$ cat src/rtl/axis2fib_txwr.sv
// axis2fib_txwr: AXI-Stream slave that writes frame words into the FMAC data FIFO and each frame's byte count into the byte-count FIFO.
//
// Ports:
//   clk_fib, reset_        FMAC-domain clock and asynchronous active-low reset
//   s_axis_*               AXI-Stream slave (tdata/tkeep/tvalid/tlast in, tready out)
//   wrfull_wf, wrusedw_wf  data FIFO status; wr_wf/datain_wf data FIFO write port
//   wrfull_wcf             byte-count FIFO full; wr_wcf/datain_wcf byte-count FIFO write port
//   err_clr                clears the sticky flags err_oversize and err_tkeep
//   frame_cnt, byte_cnt    committed frame/byte statistics
//
// Build option: define AXIS_TXWR_STATS_EN to implement frame_cnt/byte_cnt.
// When it is not defined, both outputs are tied to zero.
module axis2fib_txwr #(
    parameter int          DATA_WIDTH  = 64,
    parameter int          BCNT_WIDTH  = 32,
    parameter logic [15:0] MAX_BYTES   = 16'd9600,
    parameter logic [9:0]  WF_AFULL_TH = 10'd256
) (
    input  logic                    clk_fib,
    input  logic                    reset_,
    input  logic [DATA_WIDTH-1:0]   s_axis_tdata,
    input  logic [DATA_WIDTH/8-1:0] s_axis_tkeep,
    input  logic                    s_axis_tvalid,
    input  logic                    s_axis_tlast,
    output logic                    s_axis_tready,
    input  logic                    wrfull_wf,
    input  logic [9:0]              wrusedw_wf,
    output logic                    wr_wf,
    output logic [DATA_WIDTH-1:0]   datain_wf,
    input  logic                    wrfull_wcf,
    output logic                    wr_wcf,
    output logic [BCNT_WIDTH-1:0]   datain_wcf,
    input  logic                    err_clr,
    output logic                    err_oversize,
    output logic                    err_tkeep,
    output logic [31:0]             frame_cnt,
    output logic [31:0]             byte_cnt
);
    localparam int KW = DATA_WIDTH / 8;

    typedef enum logic [2:0] {IDLE = 3'b001, DATA = 3'b010, DISCARD = 3'b100} state_t;

    state_t      state, state_nx;
    logic [15:0] cnt, cnt_nx, bc_nx, pc;
    logic [16:0] sum;
    logic        acc, over, keep_ok, wf_nx, wcf_nx, os_set, tk_set;

    // A frame may only start when a byte-count slot and data space are both
    // available; once started, wrfull_wcf is no longer consulted.
    assign s_axis_tready = reset_ & (state == IDLE ? (!wrfull_wcf && !wrfull_wf && wrusedw_wf <= WF_AFULL_TH) :
                                     state == DATA ? !wrfull_wf : state == DISCARD);
    assign acc  = s_axis_tvalid & s_axis_tready;
    assign sum  = {1'b0, cnt} + {1'b0, pc};
    assign over = sum > {1'b0, MAX_BYTES};
    // Last beats must be a contiguous low-byte mask (k & (k+1) == 0); others must be full.
    assign keep_ok = s_axis_tlast ? ((s_axis_tkeep & (s_axis_tkeep + KW'(1))) == '0) : (&s_axis_tkeep);

    always_comb begin
        pc = '0;
        for (int i = 0; i < KW; i++)
            pc = pc + 16'(s_axis_tkeep[i]);
    end

    always_ff @(posedge clk_fib or negedge reset_) begin
        if (!reset_)
            state <= IDLE;
        else
            state <= state_nx;
    end

    always_comb begin
        state_nx = state;
        cnt_nx   = cnt;
        bc_nx    = cnt;
        wf_nx    = 1'b0;
        wcf_nx   = 1'b0;
        os_set   = 1'b0;
        tk_set   = acc & !keep_ok;
        case (state)
            IDLE, DATA: begin
                if (acc) begin
                    if (over) begin
                        // Saturate at the bytes already written and drop the beat.
                        os_set   = 1'b1;
                        state_nx = s_axis_tlast ? IDLE : DISCARD;
                    end else begin
                        wf_nx    = |s_axis_tkeep;
                        bc_nx    = sum[15:0];
                        cnt_nx   = sum[15:0];
                        state_nx = s_axis_tlast ? IDLE : DATA;
                    end
                    if (s_axis_tlast) begin
                        cnt_nx = '0;
                        wcf_nx = bc_nx != '0;
                        tk_set = tk_set | (bc_nx == '0);
                    end
                end
            end
            DISCARD: begin
                if (acc && s_axis_tlast) begin
                    cnt_nx   = '0;
                    wcf_nx   = cnt != '0;
                    tk_set   = tk_set | (cnt == '0);
                    state_nx = IDLE;
                end
            end
            default: state_nx = IDLE;
        endcase
    end

    always_ff @(posedge clk_fib or negedge reset_) begin
        if (!reset_) begin
            cnt          <= '0;
            wr_wf        <= 1'b0;
            datain_wf    <= '0;
            wr_wcf       <= 1'b0;
            datain_wcf   <= '0;
            err_oversize <= 1'b0;
            err_tkeep    <= 1'b0;
        end else begin
            cnt    <= cnt_nx;
            wr_wf  <= wf_nx;
            wr_wcf <= wcf_nx;
            if (wf_nx)
                datain_wf <= s_axis_tdata;
            if (wcf_nx)
                datain_wcf <= BCNT_WIDTH'(bc_nx);
            // A set event in the same cycle as err_clr wins.
            err_oversize <= os_set | (err_oversize & !err_clr);
            err_tkeep    <= tk_set | (err_tkeep & !err_clr);
        end
    end

`ifdef AXIS_TXWR_STATS_EN
    always_ff @(posedge clk_fib or negedge reset_) begin
        if (!reset_) begin
            frame_cnt <= '0;
            byte_cnt  <= '0;
        end else if (wcf_nx) begin
            frame_cnt <= frame_cnt + 32'd1;
            byte_cnt  <= byte_cnt + 32'(bc_nx);
        end
    end
`else
    assign frame_cnt = '0;
    assign byte_cnt  = '0;
`endif
endmodule

$ cat config.mk
export PLATFORM = sky130hd
export DESIGN_NAME = axis2fib_txwr
export DESIGN_NICKNAME = d
export VERILOG_FILES = /design/src/rtl/axis2fib_txwr.sv
export SDC_FILE = /design/constraint.sdc
export NUM_CORES = 1
export LEC_CHECK = 0
export BUFFER_PORTS_ARGS = -buffer_cell sky130_fd_sc_hd__buf_2
export CORE_MARGIN = 2
export CORE_UTILIZATION = 49
export DETAILED_ROUTE_END_ITERATION = 10
export HOLD_SLACK_MARGIN = 0.15
export PLACE_DENSITY = 0.82
export RECOVER_POWER = 100
export SLEW_MARGIN = 15
export SYNTH_ARGS = -nofsm -noshare
export SYNTH_HDL_FRONTEND = slang
export SYNTH_SLANG_ARGS = --single-unit
$ cat constraint.sdc
create_clock -name clk_fib -period 4.35 [get_ports clk_fib]
set_input_delay 0.2175 -clock clk_fib [delete_from_list [all_inputs] [get_ports clk_fib]]
set_output_delay 0.2175 -clock clk_fib [all_outputs]
set_load 0.05 [all_outputs]
---- Yosys cells after proc, flatten, opt, wreduce, memory -nomap -nowiden ----
Cells that the tools add are included.
word-level totals
  register bits after elaboration ......... 103
  bits of input ports ..................... 89
  output and inout port bits .............. 165
  logic and storage cells ................. 84
cells by class
  add/subtract/negate cells ............... 9
  order comparisons ....................... 2
  equal/unequal tests ..................... 5
  muxes and demuxes ....................... 32
  bitwise logic cells ..................... 10
  reductions and logical operators ........ 18
operators with widths
  operator                count
  $mux W16                8
  $logic_not A16 Y1       2
  $pmux W16 S2            1
  $reduce_bool A16 Y1     2
  $add A16 B16 Y17        1
  $gt A17 B14 Y1 const B  1
  $mux W1                 15
  $mux W3                 4
  $le A10 B9 Y1 const B   1
  $add A7 B1 Y8           1
  $add A8 B1 Y8 const B   1
  $and A8 B8 Y8           1
  $logic_not A8 Y1        1
  $reduce_and A8 Y1       1
  $reduce_or A8 Y1        1
  $add A6 B1 Y7           1
  $add A5 B1 Y6           1
  $pmux W3 S2             1
  $add A4 B1 Y5           1
  $and A1 B1 Y1           5
  $add A3 B1 Y4           1
  $logic_not A1 Y1        4
  $or A1 B1 Y1            4
  $pmux W1 S2             2
  other kinds (13)        15

---- Longest topological paths before layout ----
  depth after elaboration ................. 18
  gate-level depth with buffers ........... 21

---- Worst setup path after synthesis ----
No wires, ideal clock.
  path kind ............................... input to register
  start ................................... input s_axis_tkeep[0]
  end ..................................... register datain_wf[0]
  library setup time ...................... 0.125 ns
  data arrival time ....................... 5.193 ns
  required time ........................... 4.225 ns
  setup slack ............................. -0.968 ns
  stages on the path ...................... 18
  buffers on the path ..................... 2
  cells stage by stage .................... inv_1 -> fa_1 -> fa_1 -> fa_1 -> inv_1 -> ha_1 -> fa_1 -> fa_1 -> a211oi_4 -> nor2_1 -> or4_1 -> a32oi_2 -> o211ai_2 -> a21oi_4 -> o41ai_1 -> buf_6 -> buf_6 -> mux2_4
between the ends
  cells in the longest elaborated chain, start to end .. 12
RTL lines
  element               line  source
  from (decl)           22    input logic [DATA_WIDTH/8-1:0] s_axis_tkeep,
  $add A1 B1 Y2         61    pc = pc + 16'(s_axis_tkeep[i]);
  $add A2 B1 Y3         61
  $add A3 B1 Y4         61
  $add A4 B1 Y5         61
  $add A5 B1 Y6         61
  $add A6 B1 Y7         61
  $add A7 B1 Y8         61
  $add A16 B16 Y17      53    assign sum = {1'b0, cnt} + {1'b0, pc};
  $gt A17 B14 Y1        54    assign over = sum > {1'b0, MAX_BYTES};
  $mux W1 (*)           82    if (over) begin
  $mux W1 (*)           81    if (acc) begin
  $mux W1 (*)           79    case (state)
  to (signal assigned)  125   datain_wf <= s_axis_tdata;
  to (decl)             29    output logic [DATA_WIDTH-1:0] datain_wf,
Mark *: on every way between the ends. The rest lies on a longest branch, timed or not.
A chain may end at the register's enable or synchronous reset.

---- Final worst setup path ----
  start ................................... input s_axis_tkeep[3]
  end ..................................... register datain_wcf[11]
between the ends
  cells in the longest elaborated chain, start to end .. 14
RTL lines
  element               line  source
  $add A3 B1 Y4 (*)     61
  $add A4 B1 Y5 (*)     61
  $add A5 B1 Y6 (*)     61
  $add A6 B1 Y7 (*)     61
  $add A7 B1 Y8 (*)     61
  $add A16 B16 Y17 (*)  53
  $gt A17 B14 Y1        54
  $mux W16 (*)          --
  $mux W16 (*)          81
  $mux W16 (*)          79
  $reduce_bool A16 Y1   94    wcf_nx = bc_nx != '0;
  $mux W1               92    if (s_axis_tlast) begin
  $mux W1               81
  $pmux W1 S2           79
  to (signal assigned)  127   datain_wcf <= BCNT_WIDTH'(bc_nx);
  to (decl)             32    output logic [BCNT_WIDTH-1:0] datain_wcf,
Mark *: on every way between the ends. The rest lies on a longest branch, timed or not. The select of a mux whose other input is x is not followed.

==> metrics <==
ys flop type dfrtp_1; initial antenna violation count 1; CTS sink count 103; Routed Antenna Nets 0; CTS buffer count 9; Die Ht 115 um; complex-gate fraction of the synthesized area 11.5%; CP Max Fanout 3; area grow syn2layout 44.9%; num rows 40; Worst Tran Pin Value 1.59 ns; Final WS setup -0.640 ns; die width 115 um; crit end category flop; clock skew 0.00976 ns; CTS Buffer Depth 2; placed cells 904; largest family of logic cells by synthesized area multiplexers; Adder-Cell Fraction of Synth Area 3.73%; mux share of post-synthesis cell area 16.3%; Comb pwr share 42.1%; Net Sw Power 1.54 mW; Slew Limit Fails 30; CTS tree done; Peak VDD IR 0.264 mV; clock root cell clkbuf_16; Clock power frac 23.9%; setup total negative slack -49.75 ns; clock transition at the registers of the reported paths 0.07 ns; Max Freq 200 MHz; failing checks max-capacitance violations, max-slew violations, negative setup slack; core area 12000 sq um; sequential share of power 34.0%; Synth Area in Simple Gates 10.2%; Crit path arrival time 5.27 ns; slowest cell on the critical path fa_1; Worst-Skew Late Latency 0.36 ns; Final Cycle Share 115%; Int Pwr 2.08 mW; CP most frequent cell fa_1; share of layout cells above drive strength 1 38.5%; Buffers on Ports 173; WL/cell 18.5 um; routed wire length 18700 um; Setup CP Type primary input to flop; DRT iter0 DRCs 354; largest net degree at the start of global routing 68; Yosys cell types 63; via-per-instance ratio 5.31; max incr delay on CP 0.54 ns; Sw Ratio 42.7%; drt drc 0; io pins 254; Synth Register Bits 103; routability-driven placement congestion ratio 0.930; sequential area share after synthesis 42.7%; worst hold path class primary input to flop; Post-layout nets 959; leakage 4.25 nW; Starting Density 50.3%; CP Data Required Time 4.63 ns; Post-DP HPWL 12200 um; Synth Area in XOR/XNOR 1.74%; pwr dens 414 nW/um^2; Async SR Flop Fraction 100%; first-pass GRT wire length 28400 um; number of global-route vias before repair 5495; synthesized instance count 538; Post-Synthesis Cell Area 6040 sq um; H-tree depth 3; DR pass1 iterations 5; Vias 5367; Mapped Avg Cell Area 11.2 sq um; unrepaired setup endpoints after global routing true; Cell Chain, Critical Path buf_8 -> inv_8 -> fa_1 -> fa_1 -> fa_1 -> inv_1 -> ha_2 -> fa_2 -> fa_2 -> a211oi_4 -> nor2_2 -> or4_4 -> a311oi_4 -> buf_4 -> buf_6 -> o211a_4 -> o21ai_4 -> buf_6 -> or3_4 -> a31oi_4; non-filler cells, final 1010; Ys Warns 0; die area 13200 sq um; status finished, violations left; Overflow after GRT 0; Post-synth EDFFs 0; Finish-stage setup viols 100; GRT Overall Usage 27.8%; count of final hold-check violations 0; fill count 879; Slew HR -6.16%; Tmin final 4.99 ns; crit start category primary input; max_cap viols 1
-- layout make-up --
type	instances	area, sq um	share of cell area, %
clock inverter	7	95.1	1.09
tap	147	184	2.10
sequential	103	2580	29.5
clock buffer	9	225	2.57
antenna	3	7.51	0.0858
multi-input combinational	391	3340	38.1
timing repair buffer	332	2250	25.7
inverter	18	75.1	0.858
-- registers in the layout, summed over array words and instances (netlist names) --
| signal | cells |
|---|---|
| state | 3 |
| wr_wf | 1 |
| err_tkeep | 1 |
| cnt | 16 |
| err_oversize | 1 |
| datain_wf | 64 |
| wr_wcf | 1 |
| datain_wcf | 16 |
-- final timing paths --
check	from	cells after the start	to	slack, ns
worst max-delay path	s_axis_tkeep[3]	20	datain_wcf[11]$_DFFE_PN0P_	-0.64
worst min-delay path	s_axis_tkeep[2]	4	err_tkeep$_DFF_PN0_	0.31
worst max register to register	cnt[0]$_DFFE_PN0P_	13	datain_wcf[11]$_DFFE_PN0P_	0.80
worst min register to register	datain_wf[37]$_DFFE_PN0P_	1	datain_wf[37]$_DFFE_PN0P_	0.51
max in group asynchronous	reset_	4	datain_wf[43]$_DFFE_PN0P_	0.69
min in group asynchronous	reset_	2	datain_wf[30]$_DFFE_PN0P_	0.45
-- layer usage --
layer	share of wire (%)	track usage (%)
met5	0	0
met4	3.0	10.8
met3	6.7	4.80
met2	51	48.6
met1	39	34.3
-- worst max-delay path: cells and delay by family --
family                   cells  cell delay [ns]
AND/OR/NAND/NOR              3             0.84
AO/OA/AOI/OAI                5             1.07
buffers and inverters        6             0.62
adder cells (fa/ha/maj)      6             2.50
-- cell usage after synthesis, types with 4 or more instances --
library cell	n	share of area, %
dfrtp_1	102	42
buf_4	81	10
mux2_4	49	12
nand2_1	27	1.7
a21oi_1	21	1.7
mux2_2	20	3.7
inv_1	18	1.1
nor3_1	17	1.4
o21ai_0	16	1.3
a31oi_1	14	1.5
nand3_1	13	1.1
ha_1	10	2.1
nor2_1	10	0.62
a22o_1	9	1.3
buf_2	9	0.75
xnor2_1	9	1.3
clkbuf_1	8	0.50
and2_1	7	0.73
buf_6	7	1.3
nor2b_1	6	0.62
fa_1	5	1.7
nor4_1	5	0.52
and3_1	4	0.41
or3_1	4	0.41
-- repair_timing --
| action | in CTS | in global routing |
|---|---|---|
| endpoints found under the hold margin | 102 | 0 |
| setup endpoints to repair | 100 | 100 |
| setup buffers | 20 | 6 |
| hold buffers | 66 | 0 |
| pin swaps | 26 | 15 |
| resized for setup | 74 | 25 |
| gates cloned | 3 | 0 |
-- per-stage QoR --
stage / cell area (sq um) / hold WS [ns] / power, mW / utilization (%) / worst slack (ns)
finish: 8750 / 0.306 / 3.62 / 72.8 / -0.640
floorplan: 6410 / -0.0781 / 2.30 / - / -0.761
global placement: 7250 / 0.0763 / 2.59 / 60.4 / -0.985
global route: 8740 / 0.345 / 3.77 / 72.8 / -0.734
CTS: 8780 / 0.256 / 3.63 / 73.1 / -0.601
detailed placement: 7250 / 0.0804 / 2.63 / 60.4 / -1.10
-- cell families after synthesis --
logic type,Yosys count
adder cells (fa/ha/maj),15
flip-flops,103
AO/OA/AOI/OAI,97
XOR/XNOR,12
multiplexers,71
other,1
AND/OR/NAND/NOR,115
buffers and inverters,124
-- power by group through the flow --
stage / Combinational (mW) / Clock [mW] / Sequential, mW
5_1_grt: 1.60 / 0.923 / 1.25
6_report: 1.52 / 0.867 / 1.23
3_5_place_dp: 1.40 / 0 / 1.23
4_1_cts: 1.53 / 0.884 / 1.22
2_1_floorplan: 0.607 / 0 / 1.69
3_3_place_gp: 1.37 / 0 / 1.22
-- placed cells by master (no fill, tap or decap), types with 8 or more instances in the layout --
| cell type | n |
|---|---|
| mux2_4 | 49 |
| clkbuf_16 | 9 |
| buf_4 | 69 |
| dfrtp_1 | 102 |
| o21ai_1 | 10 |
| nand3_1 | 12 |
| conb_1 | 80 |
| nor3_1 | 10 |
| a31oi_1 | 8 |
| xnor2_1 | 8 |
| a22o_1 | 9 |
| inv_1 | 14 |
| mux2_2 | 20 |
| clkbuf_1 | 87 |
| nand2_1 | 23 |
| buf_6 | 20 |
| buf_2 | 85 |
| a21oi_1 | 12 |
| dlygate4sd3_1 | 66 |
Power figures use the tool's default switching activity.
